<file path="src/rtl/mips_pkg.sv">
// Shared types and defaults for the MIPS EX->MEM boundary stage.
package mips_pkg;

  localparam int MIPS_DATA_W = 32;
  localparam int MIPS_REG_AW = 5;

  typedef enum logic {
    IDLE = 1'b0,
    MEM  = 1'b1
  } ex_mem_state_t;

  typedef enum logic [1:0] {
    EXC_NONE     = 2'd0,
    EXC_MISALIGN = 2'd1,
    EXC_TIMEOUT  = 2'd2
  } exc_code_t;

  // Word accesses must have a zero byte offset.
  function automatic logic word_misaligned(input logic [1:0] addr_lsb);
    return (addr_lsb != 2'b00);
  endfunction

endpackage

</file>
<file path="src/rtl/ex_mem_stage_ack_timer.sv">
// Counts cycles a memory request has waited; expired flags the last allowed cycle.
module ack_timer
  import mips_pkg::*;
#(
  parameter int ACK_TIMEOUT = 255
) (
  input  logic CLK,
  input  logic RESET,
  input  logic start,
  input  logic run,
  output logic expired
);

  localparam int CNT_W = $clog2(ACK_TIMEOUT + 1);

  logic [CNT_W-1:0] count_q;
  logic [CNT_W-1:0] count_d;

  // Next count: clear on a new request, advance while waiting for ack.
  always_comb begin
    count_d = count_q;
    if (start) begin
      count_d = '0;
    end else if (run) begin
      count_d = count_q + CNT_W'(1);
    end else begin
      count_d = count_q;
    end
  end

  // Count register.
  always_ff @(posedge CLK) begin
    if (!RESET) begin
      count_q <= '0;
    end else begin
      count_q <= count_d;
    end
  end

  // count_q holds the number of request cycles already elapsed before this one.
  assign expired = (count_q == CNT_W'(ACK_TIMEOUT - 1));

endmodule

</file>
<file path="src/rtl/ex_mem_stage.sv">
// EX->MEM stage: branch resolution, load/store over req/ack, and one write-back record per instruction.
module ex_mem_stage
  import mips_pkg::*;
#(
  parameter int DATA_W      = MIPS_DATA_W,
  parameter int REG_AW      = MIPS_REG_AW,
  parameter int ACK_TIMEOUT = 255
) (
  input  logic              CLK,
  input  logic              RESET,
  input  logic              EX_valid,
  output logic              EX_ready,
  input  logic [DATA_W-1:0] EX_ALU_result,
  input  logic              EX_ALU_zero,
  input  logic [DATA_W-1:0] EX_write_data,
  input  logic [REG_AW-1:0] EX_rd,
  input  logic              EX_RegWrite,
  input  logic              EX_MemRead,
  input  logic              EX_MemWrite,
  input  logic              EX_MemtoReg,
  input  logic              EX_Branch,
  input  logic [DATA_W-1:0] EX_branch_target,
  output logic              PCSrc,
  output logic [DATA_W-1:0] PC_branch,
  output logic              MEM_req,
  output logic              MEM_we,
  output logic [DATA_W-1:0] MEM_addr,
  output logic [DATA_W-1:0] MEM_wdata,
  input  logic              MEM_ack,
  input  logic [DATA_W-1:0] MEM_rdata,
  output logic              WB_valid,
  output logic              WB_RegWrite,
  output logic [REG_AW-1:0] WB_rd,
  output logic [DATA_W-1:0] WB_data,
  output logic              WB_exc
);

  ex_mem_state_t     state_q, state_d;
  logic              mem_req_q, mem_req_d;
  logic              mem_we_q, mem_we_d;
  logic [DATA_W-1:0] mem_addr_q, mem_addr_d;
  logic [DATA_W-1:0] mem_wdata_q, mem_wdata_d;
  logic [REG_AW-1:0] rd_q, rd_d;
  logic              regwrite_q, regwrite_d;
  logic              memtoreg_q, memtoreg_d;
  logic              pcsrc_q, pcsrc_d;
  logic [DATA_W-1:0] pc_branch_q, pc_branch_d;
  logic              wb_valid_q, wb_valid_d;
  logic              wb_regwrite_q, wb_regwrite_d;
  logic [REG_AW-1:0] wb_rd_q, wb_rd_d;
  logic [DATA_W-1:0] wb_data_q, wb_data_d;
  logic              wb_exc_q, wb_exc_d;
  exc_code_t         exc_code;
  logic              accept;
  logic              is_mem;
  logic              timer_start;
  logic              timer_run;
  logic              timer_expired;

  assign EX_ready  = (state_q == IDLE);
  assign accept    = EX_valid & EX_ready;
  assign is_mem    = EX_MemRead | EX_MemWrite;
  assign timer_run = (state_q == MEM) & ~MEM_ack;

  ack_timer #(
    .ACK_TIMEOUT(ACK_TIMEOUT)
  ) u_ack_timer (
    .CLK    (CLK),
    .RESET  (RESET),
    .start  (timer_start),
    .run    (timer_run),
    .expired(timer_expired)
  );

  // Next-state and next-output logic; pulses default low, data outputs hold.
  always_comb begin
    state_d       = state_q;
    mem_req_d     = mem_req_q;
    mem_we_d      = mem_we_q;
    mem_addr_d    = mem_addr_q;
    mem_wdata_d   = mem_wdata_q;
    rd_d          = rd_q;
    regwrite_d    = regwrite_q;
    memtoreg_d    = memtoreg_q;
    pcsrc_d       = 1'b0;
    pc_branch_d   = pc_branch_q;
    wb_valid_d    = 1'b0;
    wb_regwrite_d = 1'b0;
    wb_rd_d       = wb_rd_q;
    wb_data_d     = wb_data_q;
    exc_code      = EXC_NONE;
    timer_start   = 1'b0;
    case (state_q)
      IDLE: begin
        if (accept) begin
          if (EX_Branch) begin
            pcsrc_d     = EX_ALU_zero;
            pc_branch_d = EX_branch_target;
          end else begin
            pcsrc_d = 1'b0;
          end
          if (!is_mem) begin
            wb_valid_d    = 1'b1;
            wb_regwrite_d = EX_RegWrite & ~EX_Branch;
            wb_rd_d       = EX_rd;
            wb_data_d     = EX_ALU_result;
          end else if (word_misaligned(EX_ALU_result[1:0])) begin
            // Faulting address is reported in the write-back data.
            wb_valid_d = 1'b1;
            exc_code   = EXC_MISALIGN;
            wb_rd_d    = EX_rd;
            wb_data_d  = EX_ALU_result;
          end else begin
            state_d     = MEM;
            mem_req_d   = 1'b1;
            mem_we_d    = EX_MemWrite;
            mem_addr_d  = EX_ALU_result;
            mem_wdata_d = EX_write_data;
            rd_d        = EX_rd;
            regwrite_d  = EX_RegWrite;
            memtoreg_d  = EX_MemtoReg;
            timer_start = 1'b1;
          end
        end else begin
          state_d = IDLE;
        end
      end
      MEM: begin
        if (MEM_ack) begin
          state_d       = IDLE;
          mem_req_d     = 1'b0;
          mem_we_d      = 1'b0;
          wb_valid_d    = 1'b1;
          wb_regwrite_d = regwrite_q & ~mem_we_q;
          wb_rd_d       = rd_q;
          wb_data_d     = memtoreg_q ? MEM_rdata : mem_addr_q;
        end else if (timer_expired) begin
          state_d    = IDLE;
          mem_req_d  = 1'b0;
          mem_we_d   = 1'b0;
          wb_valid_d = 1'b1;
          exc_code   = EXC_TIMEOUT;
          wb_rd_d    = rd_q;
          wb_data_d  = mem_addr_q;
        end else begin
          state_d = MEM;
        end
      end
      default: begin
        state_d   = IDLE;
        mem_req_d = 1'b0;
        mem_we_d  = 1'b0;
      end
    endcase
    wb_exc_d = (exc_code != EXC_NONE);
  end

  // State and output registers; reset drops any in-flight access silently.
  always_ff @(posedge CLK) begin
    if (!RESET) begin
      state_q       <= IDLE;
      mem_req_q     <= 1'b0;
      mem_we_q      <= 1'b0;
      mem_addr_q    <= '0;
      mem_wdata_q   <= '0;
      rd_q          <= '0;
      regwrite_q    <= 1'b0;
      memtoreg_q    <= 1'b0;
      pcsrc_q       <= 1'b0;
      pc_branch_q   <= '0;
      wb_valid_q    <= 1'b0;
      wb_regwrite_q <= 1'b0;
      wb_rd_q       <= '0;
      wb_data_q     <= '0;
      wb_exc_q      <= 1'b0;
    end else begin
      state_q       <= state_d;
      mem_req_q     <= mem_req_d;
      mem_we_q      <= mem_we_d;
      mem_addr_q    <= mem_addr_d;
      mem_wdata_q   <= mem_wdata_d;
      rd_q          <= rd_d;
      regwrite_q    <= regwrite_d;
      memtoreg_q    <= memtoreg_d;
      pcsrc_q       <= pcsrc_d;
      pc_branch_q   <= pc_branch_d;
      wb_valid_q    <= wb_valid_d;
      wb_regwrite_q <= wb_regwrite_d;
      wb_rd_q       <= wb_rd_d;
      wb_data_q     <= wb_data_d;
      wb_exc_q      <= wb_exc_d;
    end
  end

  assign PCSrc       = pcsrc_q;
  assign PC_branch   = pc_branch_q;
  assign MEM_req     = mem_req_q;
  assign MEM_we      = mem_we_q;
  assign MEM_addr    = mem_addr_q;
  assign MEM_wdata   = mem_wdata_q;
  assign WB_valid    = wb_valid_q;
  assign WB_RegWrite = wb_regwrite_q;
  assign WB_rd       = wb_rd_q;
  assign WB_data     = wb_data_q;
  assign WB_exc      = wb_exc_q;

endmodule

</file>
<file path="config.mk">
export PLATFORM = sky130hd
export DESIGN_NAME = ex_mem_stage
export DESIGN_NICKNAME = d
export VERILOG_FILES = /design/src/rtl/mips_pkg.sv /design/src/rtl/ex_mem_stage_ack_timer.sv /design/src/rtl/ex_mem_stage.sv
export SDC_FILE = /design/constraint.sdc
export NUM_CORES = 1
export LEC_CHECK = 0
export CAP_MARGIN = 20
export CORE_MARGIN = 2
export CORE_UTILIZATION = 42
export DETAILED_ROUTE_END_ITERATION = 6
export HOLD_SLACK_MARGIN = 0.05
export MAX_ROUTING_LAYER = met4
export PLACE_DENSITY = 0.91
export SYNTH_ARGS = -nofsm -noshare
export SYNTH_HDL_FRONTEND = slang
export SYNTH_SLANG_ARGS = --single-unit
</file>
<file path="constraint.sdc">
create_clock -name CLK -period 1.81 [get_ports CLK]
set_input_delay 0.4525 -clock CLK [delete_from_list [all_inputs] [get_ports CLK]]
set_output_delay 0.4525 -clock CLK [all_outputs]
set_load 0.03 [all_outputs]
</file>
; Word-level counts from Yosys, hierarchy flattened
; Cells that the tools add are included.
[word_totals]
register_bits = 155
mem_bits_rw = 0
memories = 0
latch_bits = 0
rom_bits = 0
[classes]
n_addsub = 1
n_div = 0
n_reduce_logical = 8
n_lt_le_gt_ge = 0
bitwise = 12
n_mul = 0
shift = 0
n_mux = 46
eq_ne = 6
[op_table]
columns = op, n
row1 = $mux 32, 6
row2 = $pmux 32 s2, 1
row3 = $mux 1, 25
row4 = $mux 5, 5
row5 = $pmux 1 s2, 5
row6 = $pmux 5 s2, 1
row7 = $add 8x1->8 const B, 1
row8 = $eq 8x8->1 const B, 1
row9 = $reduce_and 4->1, 2
row10 = $not 1->1, 7
row11 = $ne 3x2->1 const B, 2
row12 = $reduce_and 3->1, 2
row13 = $and 1x1->1, 4
row14 = $mux 2, 2
row15 = $ne 2x1->1 const B, 2
row16 = $pmux 2 s2, 1
row17 = $reduce_bool 2->1, 2
row18 = $reduce_or 4->1, 1
row19 = $ne 2x2->1 const B, 1
row20 = $reduce_or 2->1, 1
row21 = $or 1x1->1, 1

; Longest topological paths before layout
; Gate-level depths: netlist (run 1).
[logic_depth]
word_depth = 6
mapped_depth = 9

; Cells and area by module
; From an unflattened synthesis (run 1), not the netlist that was laid out.
[unflattened]
hier_cells = 797
hier_area_um2 = 6238.5
[by_module_without_submodules]
columns = module, n_inst, cells_per_inst, area_each_um2
row1 = ex_mem_stage, 1, 755, 5873.1
row2 = ack_timer, 1, 42, 365.4

; Worst setup path before layout (run 1)
; No wires, ideal clock.
[synth_path]
path_kind = register to register
from = register u_ack_timer.count_q[0]
to = register wb_data_q[26] (netlist: WB_data[26])
setup_ns = 0.116
arrival_time_ns = 1.547
stages_incl_launch_ff = 10
n_path_buf = 3
required_time_ns = 1.694
period_less_slack_ns = 1.663
path_slack_ns = 0.147
cell_sequence = dfxtp_1 > inv_1 > ha_1 > nand4_1 > o2bb2a_4 > buf_6 > and2_4 > buf_6 > buf_6 > a31o_1
[synth_between]
elab_chain_cells = 3
[synth_lines]
columns = element, line_no
row1 = from (decl), ex_mem_stage_ack_timer.sv:16  ; logic [CNT_W-1:0] count_q;
row2 = from (signal assigned), ex_mem_stage_ack_timer.sv:36  ; count_q <= count_d;
row3 = $eq 8x8->1, ex_mem_stage_ack_timer.sv:41  ; assign expired = (count_q == CNT_W'(ACK_TIMEOUT - 1));
row4 = $ne 3x2->1 (no line), --
row5 = $reduce_and 3->1 (no line), --
row6 = to (signal assigned), ex_mem_stage.sv:190  ; wb_data_q <= wb_data_d;
row7 = to (decl), ex_mem_stage.sv:51  ; logic [DATA_W-1:0] wb_data_q, wb_data_d;
; Every way passes these cells.
; A chain may end at the register's enable or synchronous reset.

; Worst setup path in the final report (run 1)
[layout_path]
from = register state_q
to = output EX_ready
[layout_between]
elab_chain_cells = 1
[layout_lines]
columns = element, line_no
row1 = from (decl), ex_mem_stage.sv:38  ; ex_mem_state_t state_q, state_d;
row2 = from (signal assigned), ex_mem_stage.sv:177  ; state_q <= state_d;
row3 = $not 1->1 (no line), --
row4 = to (decl), ex_mem_stage.sv:12  ; output logic EX_ready,
; Every way passes these cells.

==> results of run 1 <==
-- cell usage after synthesis (2+ instances only) --
cell type,count
nand4_1,3
dfxtp_1,155
nor2_1,12
nand4b_1,3
xor2_1,3
and2_1,2
xnor2_1,4
nand3b_1,2
nor2b_1,4
mux2i_1,37
mux2_2,5
buf_2,21
a21oi_1,2
a21boi_0,103
a31o_1,15
a31o_2,17
buf_6,4
ha_1,2
a221oi_1,32
clkbuf_1,33
inv_1,2
nand2_1,216
nand3_1,4
buf_1,7
o21ai_0,33
and3_1,3
-- registers in the layout (all words and copies together) (netlist names), 5 cells and up --
register and cells:
WB_rd 5, MEM_addr 32, u_ack_timer.count_q 8, PC_branch 32, WB_data 32, MEM_wdata 32, rd_q 5
-- path summary, 6_finish.rpt --
check	startpoint	end	slack, ns	depth (start not counted)
worst max register to register	u_ack_timer.count_q[1]	WB_data[16]	0.13	6
worst min-delay path	RESET	MEM_addr[11]	0.43	2
worst max-delay path	state_q	EX_ready	0.07	2
worst min register to register	WB_rd[2]	WB_rd[2]	0.46	2
-- cell type report --
class,count,share of cell area (%)
flip-flops and latches,155,30.0
inverters,2,0.0726
repair buffers,337,31.5
clock buffers,24,4.85
clock inverters,8,1.03
well taps,188,2.27
multi-input cells,512,30.2
-- logic make-up after synthesis --
logic type               count (synthesis)  synth area share (%)
AO/OA/AOI/OAI                          206                  23.9
multiplexers                            42                  6.54
flip-flops                             155                  47.6
buffers and inverters                   67                  4.72
AND/OR/NAND/NOR                        255                  16.0
adder cells (fa/ha/maj)                  2                 0.384
XOR/XNOR                                 7                 0.940
-- metrics by stage --
step	cell area (um^2)	hold slack [ns]	total power (W)	setup WS [ns]	TNS, ns
3_5_place_dp	9910	0.454	0.00523	-0.350	-37.85
6_report	10300	0.432	0.00870	0.0686	0
5_1_grt	10300	0.429	0.00901	0.00773	0
2_1_floorplan	6520	0.440	0.00440	0.147	0
3_3_place_gp	9910	0.444	0.00520	-0.290	-37.19
4_1_cts	10300	0.409	0.00878	0.0299	0
-- layout by cell type, fill, tap and decap left out, types with 4 or more instances in the layout --
cell             instances
a21boi_0               101
a221oi_1                32
a31o_1                  15
a31o_2                  17
buf_12                  16
buf_4                   40
clkbuf_16               17
clkbuf_8                 5
clkdlybuf4s50_1        141
dfxtp_1                154
dlygate4sd2_1          140
mux2_2                   5
mux2i_1                 37
nand2_1                215
nand3_1                  4
nor2_1                  11
nor2b_1                  4
o21ai_0                 33
xnor2_1                  4
-- repair_timing --
action,CTS,global route
resized for setup,140,4
pin swaps,0,0
setup endpoints to repair,140,5
-- layer usage --
layer,up-vias,share of wire [%],track usage (%)
met5,-,0,-
met4,0,2.8,10.4
met3,40,8.3,7.28
met2,297,48,42.5
met1,3015,41,28.0
li1,3127,-,-
-- power breakdown --
part | switching (W) | leakage, nW | internal [W] | total, W
clock | 0.00142 | 0.293 | 0.00223 | 0.00365
combinational | 0.000734 | 3.03 | 0.000683 | 0.00142
sequential | 0.0000783 | 1.26 | 0.00356 | 0.00364
-- critical path, stage by stage (launching register included) --
cell,delay [ns]
dfxtp_4,0.38
inv_1,0.10
dlygate4sd2_1,0.41
==> metrics.yaml, run 1 <==
required_ns: 1.36
worstMarginPinSlew_ns: 0.409
ys_seq_area_share_pct: 47.6
fin_util_pct: 68.0
cts_inserted_buffers: 17
fmax_mhz: 574
wirelength_um: 20600
dpl.cell_count: 1194
final_layout_size_suffix_gt1_share_pct: 11.4
antenna_found_initial: 0
cts_tree: "done"
p_per_area_nw_per_um2: 841
nNetsFinal: 1170
hold_class: "in2reg"
path_clk_slew_ns: 0.06
drt_iter0_markers: 346
core_um2: 15200
min_period_over_period_pct: 96.2
final_cells: 1226
cp_max_fo: 8
avgSynthCellArea_um2: 8.89
grt_max_degree: 47
start_util_pct: 42.9
drc: 0
synth.lib_cells_used.distinct: 36
multi_input_comb_area_um2: 3130
grt_overflow_total: 0
setup_viol: 0
cp.arrival_ns: 1.29
cts_root_buf: "clkbuf_16"
critPathKind: "reg2out"
avgViaCountPerCell: 5.28
slew_headroom_pct: 72.7
cts_setup_buffers: 0
synth_top_area_cell: "dfxtp_1"
hold_buffers: 0
dr.pass1.iters: 5
n_fill_cell: 1245
gp_congestion: 0.823
io_buffers: 282
fp.dieW_um: 129
max-vdd-ir-drop_uv: 583
synth_top_area_share_pct: 47.6
cts.sinks: 155
die_area_um2: 16500
outcome: "complete, no violations"
vias: 6479
drv_cap: 0
ys_ff_latch: 155
wl_per_cell_um: 16.8
netlist_area_um2: 6520
synthToLayoutAreaGrowth_pct: 58.6
synth-async-reset-ratio_pct: 0
grt_pass1_vias: 6326
postRouteAntennaNets: 0
yosys_most_used_dff: "dfxtp_1"
grt_pass1_wl_um: 31700
rows: 45
syn_nets: 879
netlist_instances: 734
synth.area.top_cells: "dfxtp_1 (48%), nand2_1 (12%), a21boi_0 (12%), mux2i_1 (5.7%), a221oi_1 (4.3%)"
clock_path_buffers: 2
leakage_nw: 4.59
final-hold-violation-count: 0
synth_edf_count: 0
insertion_delay_ns: 0.41
fin_crit_ns: 1.74
fin_worst_skew_ns: 0.00963
pin_count: 283
ys_warn_count: 0
seqCellArea_um2: 3110
die_h_um: 129
critPathLaunchType: "flip-flop"
htreeDepth: 4
worstSetupEndpointType: "primary output"
grt.total_usage_pct: 25.2
diodes: 0
drv_slew: 0
dp_hpwl_um: 14700
rsz0062_at_grt: "false"
(Power assumes the default switching activity.)
==> run 2, diff against run 1 <==
--- a/config.mk
+++ b/config.mk
@@ -6,9 +6,10 @@
 export NUM_CORES = 1
 export LEC_CHECK = 0
 export CAP_MARGIN = 20
-export CORE_MARGIN = 2
+export CORE_MARGIN = 10
 export CORE_UTILIZATION = 42
 export DETAILED_ROUTE_END_ITERATION = 6
+export GPL_TIMING_DRIVEN = 0
 export HOLD_SLACK_MARGIN = 0.05
 export MAX_ROUTING_LAYER = met4
 export PLACE_DENSITY = 0.91
==> run 2 against run 1 <==
  * Register-to-register slack worse by 0.03 ns
  * Sequential power hardly changed
  * Clock power is 3% higher
  * Non-clock buffer count is 11 higher
  * Clock skew is 0.00090 ns lower
  * Worst setup slack better by 0.028 ns
  * Die area is 26% higher
  * Critical path type is now in2reg
==> metrics.yaml, run 2 (synthesized netlist as in run 1, its figures left out) <==
outcome: "complete, no violations"  # unchanged
wirelength_um: 24500  # was 20600 um
rows: 45  # unchanged
grt_max_degree: 20  # was 47
critPathKind: "in2reg"  # was reg2out
reg2reg_from: "u_ack_timer.count_q[0]"  # was u_ack_timer.count_q[1]
dp_hpwl_um: 18700  # was 14700 um
cp-startpoint: "EX_ALU_result[1]"  # was state_q
power_w: 0.00883  # was 0.00870 W
drv_cap: 0  # unchanged
final-hold-violation-count: 0  # unchanged
max_stage_delay_ns: 0.51  # was 0.41 ns
r2r-end: "WB_data[18]"  # was WB_data[16]
drv_slew: 0  # unchanged
critPathLaunchType: "input port"  # was flip-flop
slew_headroom_pct: 56.0  # was 72.7%
critPathBufInv: 4  # was 2
rsz0062_at_grt: "false"  # unchanged
layout_common_cells: "nand2_1 (215), dfxtp_1 (151), dlygate4sd2_1 (139)"  # was nand2_1 (215), dfxtp_1 (154), clkdlybuf4s50_1 (141)
hold_buffers: 0  # unchanged
vias: 6625  # was 6479
fp.dieW_um: 145  # was 129 um
worstSetupEndpointType: "flip-flop"  # was primary output
leakage_nw: 4.54  # was 4.59 nW
start_util_pct: 42.9  # unchanged
clock_path_buffers: 2  # unchanged
cts_tree: "done"  # unchanged
min_period_over_period_pct: 94.7  # was 96.2%
cp_top_family: "buffers and inverters"  # unchanged
cts_root_buf: "clkbuf_16"  # unchanged
drt_iter0_markers: 273  # was 346
worstMarginPinSlew_ns: 0.660  # was 0.409 ns
grt.total_usage_pct: 22.9  # was 25.2%
grt_overflow_total: 0  # unchanged
htreeDepth: 4  # unchanged
hold_start: "EX_MemWrite"  # was RESET
min_path_cells: 3  # was 2
io_buffers: 281  # was 282
cp_max_fo: 6  # was 8
diodes: 0  # unchanged
crit_path_cell_trace: "clkdlybuf4s50_1 -> o31ai_4 -> buf_6 -> and2_4 -> buf_12 -> clkbuf_16 -> mux2i_1"  # was inv_1 -> dlygate4sd2_1
hold_end: "MEM_we"  # was MEM_addr[11]
fin_worst_skew_ns: 0.00872  # was 0.00963 ns
die_area_um2: 20900  # was 16500 um^2
cts.sinks: 155  # unchanged
die_h_um: 145  # was 129 um
avgViaCountPerCell: 5.36  # was 5.28
fin_crit_ns: 1.71  # was 1.74 ns
hold_class: "in2reg"  # unchanged
path_clk_slew_ns: 0.06  # about the same
final_common_cell: "nand2_1"  # unchanged
dr.pass1.iters: 5  # unchanged
critPathSlowestCell: "clkdlybuf4s50_1"  # was dlygate4sd2_1
gp_congestion: 0.875  # was 0.823
antenna_found_initial: 0  # unchanged
pin_count: 283  # unchanged
setup_viol: 0  # unchanged
grt_pass1_wl_um: 36000  # was 31700 um
n_fill_cell: 1273  # was 1245
insertion_delay_ns: 0.42  # was 0.41 ns
max-vdd-ir-drop_uv: 602  # was 583 uV
synthToLayoutAreaGrowth_pct: 57.4  # was 58.6%
fmax_mhz: 584  # was 574 MHz
p_per_area_nw_per_um2: 860  # was 841 nW/um^2
cts_inserted_buffers: 17  # unchanged
core_um2: 15200  # unchanged
postRouteAntennaNets: 0  # unchanged
rr_worst_depth: 8  # was 6
r2r_slack_ns: 0.1  # was 0.13 ns
nNetsFinal: 1181  # was 1170
required_ns: 2.15  # was 1.36 ns
final_layout_size_suffix_gt1_share_pct: 10.4  # was 11.4%
drc: 0  # unchanged
wl_per_cell_um: 19.9  # was 16.8 um
grt_pass1_vias: 6633  # was 6326
fin_util_pct: 67.5  # was 68.0%
cp.arrival_ns: 2.06  # was 1.29 ns
## run 2: changes by cell type in the layout (fill, tap and decap cells not counted), sizes merged
cell | before | now
dlygate4sd2 | 140 | 139
bufinv | 2 | 4
clkinvlp | 2 | 0
clkbuf | 24 | 60
clkinv | 2 | 4
dlymetal6s2s | 0 | 4
clkdlybuf4s50 | 141 | 137
buf | 56 | 29
## run 2: area by class of cell
class | count | area, um^2 | area share [%]
multi-input cells | 512 | 3190 | 31.1
flip-flops and latches | 155 | 3110 | 30.3
repair buffers | 286 | 2720 | 26.5
clock buffers | 21 | 450 | 4.39
plain buffers | 62 | 382 | 3.72
well taps | 188 | 235 | 2.29
clock inverters | 10 | 165 | 1.61
inverters | 2 | 10.0 | 0.0975
## run 2: worst reg2reg max path, cell delays in order, from the launching register on
cell      delay, ns
dfxtp_4        0.36
inv_4          0.06
ha_4           0.12
nand4_1        0.10
o2bb2a_4       0.26
and2_4         0.20
buf_12         0.15
buf_12         0.14
a31o_1         0.21
## run 2: how the worst max path moves through the flow
stage / endpoint / depth (start not counted)
final: WB_rd[1] / 7
after global routing: MEM_addr[6] / 7
after CTS: EX_ready / 3
after detailed placement: WB_data[26] / 6
after global placement: WB_data[11] / 6
after floorplan: WB_data[26] / 9
## run 2: routing by layer
metal	vias up	part of all wire [%]	track usage [%]
li1	3154	-	-
met1	3116	40	24.9
met2	308	47	36.9
met3	47	11	9.35
met4	0	2.8	9.04
met5	-	0	-
## run 2: report_power, final
part / internal [W] / leakage (nW) / switching [W]
sequential: 0.00356 / 1.27 / 0.0000772
combinational: 0.000660 / 2.97 / 0.000773
clock: 0.00235 / 0.302 / 0.00141
## run 2: what timing repair did
item / in CTS / in global routing
gates resized for setup: 177 / 40
pin swaps: 1 / 1
buffers inserted: 2 / 1
gates cloned: 0 / 2
endpoints found under the setup margin: 265 / 133
## run 2: per-stage QoR
| stage | area, um^2 | cells | worst slack (ns) | TNS [ns] | hold WS [ns] |
|---|---|---|---|---|---|
| CTS | 10100 | 1235 | -0.0156 | -0.0156 | 0.463 |
| global placement | 9570 | 1203 | -0.786 | -77.08 | 0.447 |
| detailed placement | 9570 | 1203 | -0.726 | -78.47 | 0.457 |
| floorplan | 6520 | 734 | 0.147 | 0 | 0.440 |
| global route | 10300 | 1236 | 0.00895 | 0 | 0.435 |
| finish | 10300 | 1236 | 0.0962 | 0 | 0.423 |
==> run 3, diff against run 2 <==
--- a/config.mk
+++ b/config.mk
@@ -16,3 +16,4 @@
 export SYNTH_ARGS = -nofsm -noshare
 export SYNTH_HDL_FRONTEND = slang
 export SYNTH_SLANG_ARGS = --single-unit
+export TNS_END_PERCENT = 10
==> run 3 against run 2 <==
  * The run now ends with negative setup slack left
  * Non-clock buffer count fell by 4
  * Flip-flop and latch count did not move
  * Hold slack improved by 0.037 ns
  * Maximum frequency fell by 5.7%
  * Power fell by 0.48%
  * Register-to-register slack got worse by 0.06 ns
  * Cell count fell by 0.32%
  * Global-route usage fell by 0.071 points
  * Critical path depth fell by 4
  * Sequential share of layout area rose by 0.36 points
  * First-iteration DRC count rose by 7.7%
  * Largest cell class unchanged
  * Highest routed layer unchanged
==> metrics.yaml, run 3 (synthesized netlist as in run 1, its figures left out) <==
die_h_um: 145  # unchanged
setup_viol: 1  # was 0
nNetsFinal: 1177  # was 1181
p_switching_w: 0.00224  # was 0.00226 W
p_int_w: 0.00654  # was 0.00657 W
outcome: "complete, but fails checks"  # was complete, no violations
cp.arrival_ns: 1.37  # was 2.06 ns
power_frac_comb_pct: 15.8  # was 16.2%
rows: 45  # unchanged
required_ns: 1.36  # was 2.15 ns
grt_overflow_total: 0  # unchanged
core_um2: 15200  # unchanged
final_common_cell: "nand2_1"  # unchanged
tns_ns: -0.00794  # was 0 ns
drv_slew: 0  # unchanged
start_util_pct: 42.9  # unchanged
cts_root_buf: "clkbuf_16"  # unchanged
slew_headroom_pct: 57.7  # was 56.0%
fp.dieW_um: 145  # unchanged
final_layout_size_suffix_gt1_share_pct: 9.20  # was 10.4%
avgViaCountPerCell: 5.32  # was 5.36
cp_max_fo: 19  # was 6
wirelength_um: 24200  # was 24500 um
synthToLayoutAreaGrowth_pct: 55.4  # was 57.4%
insertion_delay_ns: 0.42  # about the same
pin_count: 283  # unchanged
io_buffers: 281  # unchanged
p_per_area_nw_per_um2: 867  # was 860 nW/um^2
vias: 6554  # was 6625
place_ws_ns: -0.726  # unchanged
clkPwrFrac_pct: 42.8  # was 42.6%
grt_max_degree: 20  # unchanged
violations: "negative setup slack"
grt_pass1_vias: 6608  # was 6633
worstMarginPinSlew_ns: 0.635  # was 0.660 ns
clock_path_buffers: 2  # unchanged
final-hold-violation-count: 0  # unchanged
critPathKind: "reg2out"  # was in2reg
grt.total_usage_pct: 22.9  # about the same
cts_resized: 171  # was 177
rsz0062_at_grt: "true"  # was false
leakage_nw: 4.47  # was 4.54 nW
critPathLaunchType: "flip-flop"  # was input port
cts_inserted_buffers: 17  # unchanged
layout_common_cells: "nand2_1 (215), dfxtp_1 (152), clkdlybuf4s50_1 (140), dlygate4sd2_1 (140), a21boi_0 (103)"  # was nand2_1 (215), dfxtp_1 (151), dlygate4sd2_1 (139)
wl_per_cell_um: 19.7  # was 19.9 um
fin_crit_ns: 1.82  # was 1.71 ns
min_period_over_period_pct: 100  # was 94.7%
diodes: 0  # unchanged
cts_tree: "done"  # unchanged
grt_pass1_wl_um: 35900  # was 36000 um
design_area_um2: 10100  # was 10300 um^2
drc: 0  # unchanged
drt_iter0_markers: 294  # was 273
dpl_cell_area_um2: 9570  # unchanged
dp_hpwl_um: 18700  # unchanged
hold_buffers: 0  # unchanged
hold_class: "reg2reg"  # was in2reg
fmax_mhz: 550  # was 584 MHz
fin_ws_ns: -0.00794  # was 0.0962 ns
antenna_found_initial: 0  # unchanged
postRouteAntennaNets: 0  # unchanged
dr.pass1.iters: 5  # unchanged
drv_cap: 0  # unchanged
switching_share_pct: 25.5  # was 25.6%
gp_congestion: 0.875  # unchanged
path_clk_slew_ns: 0.06  # about the same
htreeDepth: 4  # unchanged
worstSetupEndpointType: "primary output"  # was flip-flop
r2r_slack_ns: 0.04  # was 0.1 ns
max-vdd-ir-drop_uv: 599  # was 602 uV
die_area_um2: 20900  # unchanged
p_seq_share_pct: 41.4  # was 41.2%
fin_worst_skew_ns: 0.00958  # was 0.00872 ns
cts.sinks: 155  # unchanged
cts_setup_buffers: 0  # was 2
## run 3: routing by layer
metal  share of wire, %  vias up  track usage, %
met4                2.4        0            8.83
li1                   -     3148               -
met5                  0        -               -
met3                 12       37            9.38
met2                 47      293            36.8
met1                 39     3076            24.8
## run 3: worst paths after layout
path | startpoint | endpoint | cells after the start
setup reg to reg | u_ack_timer.count_q[0] | WB_data[29] | 9
hold reg to reg | WB_rd[1] | WB_rd[1] | 2
setup / recovery | state_q | EX_ready | 3
hold / removal | WB_rd[1] | WB_rd[1] | 2
## run 3: per-stage QoR
step	hold slack [ns]	total power, W	util, %	instances
after floorplan	0.440	0.00440	-	734
after global placement	0.447	0.00516	63.0	1203
after detailed placement	0.457	0.00518	63.0	1203
after CTS	0.463	0.00883	66.3	1233
after global routing	0.479	0.00907	66.7	1232
final	0.460	0.00878	66.7	1232
## run 3: critical path, stage by stage (launching register included)
cell and delay [ns]:
dfxtp_4 0.37, buf_12 0.16, inv_1 0.10, clkdlybuf4s15_2 0.31
## run 3: power groups by stage
| stage | sequential [W] | combinational [W] | clock [W] |
|---|---|---|---|
| 2_1_floorplan | 0.00399 | 0.000409 | 0 |
| 3_5_place_dp | 0.00372 | 0.00146 | 0 |
| 5_1_grt | 0.00365 | 0.00148 | 0.00394 |
| 6_report | 0.00364 | 0.00139 | 0.00376 |
| 4_1_cts | 0.00363 | 0.00138 | 0.00382 |
| 3_3_place_gp | 0.00371 | 0.00145 | 0 |
## run 3: final cells by class
| type | count | area (um^2) |
|---|---|---|
| fillers | 1299 | 5070 |
| multi-input cells | 512 | 3140 |
| flip-flops and latches | 155 | 3110 |
| repair buffers | 281 | 2640 |
| clock buffers | 21 | 450 |
| plain buffers | 63 | 393 |
| well taps | 188 | 235 |
| clock inverters | 10 | 165 |
| inverters | 2 | 7.51 |
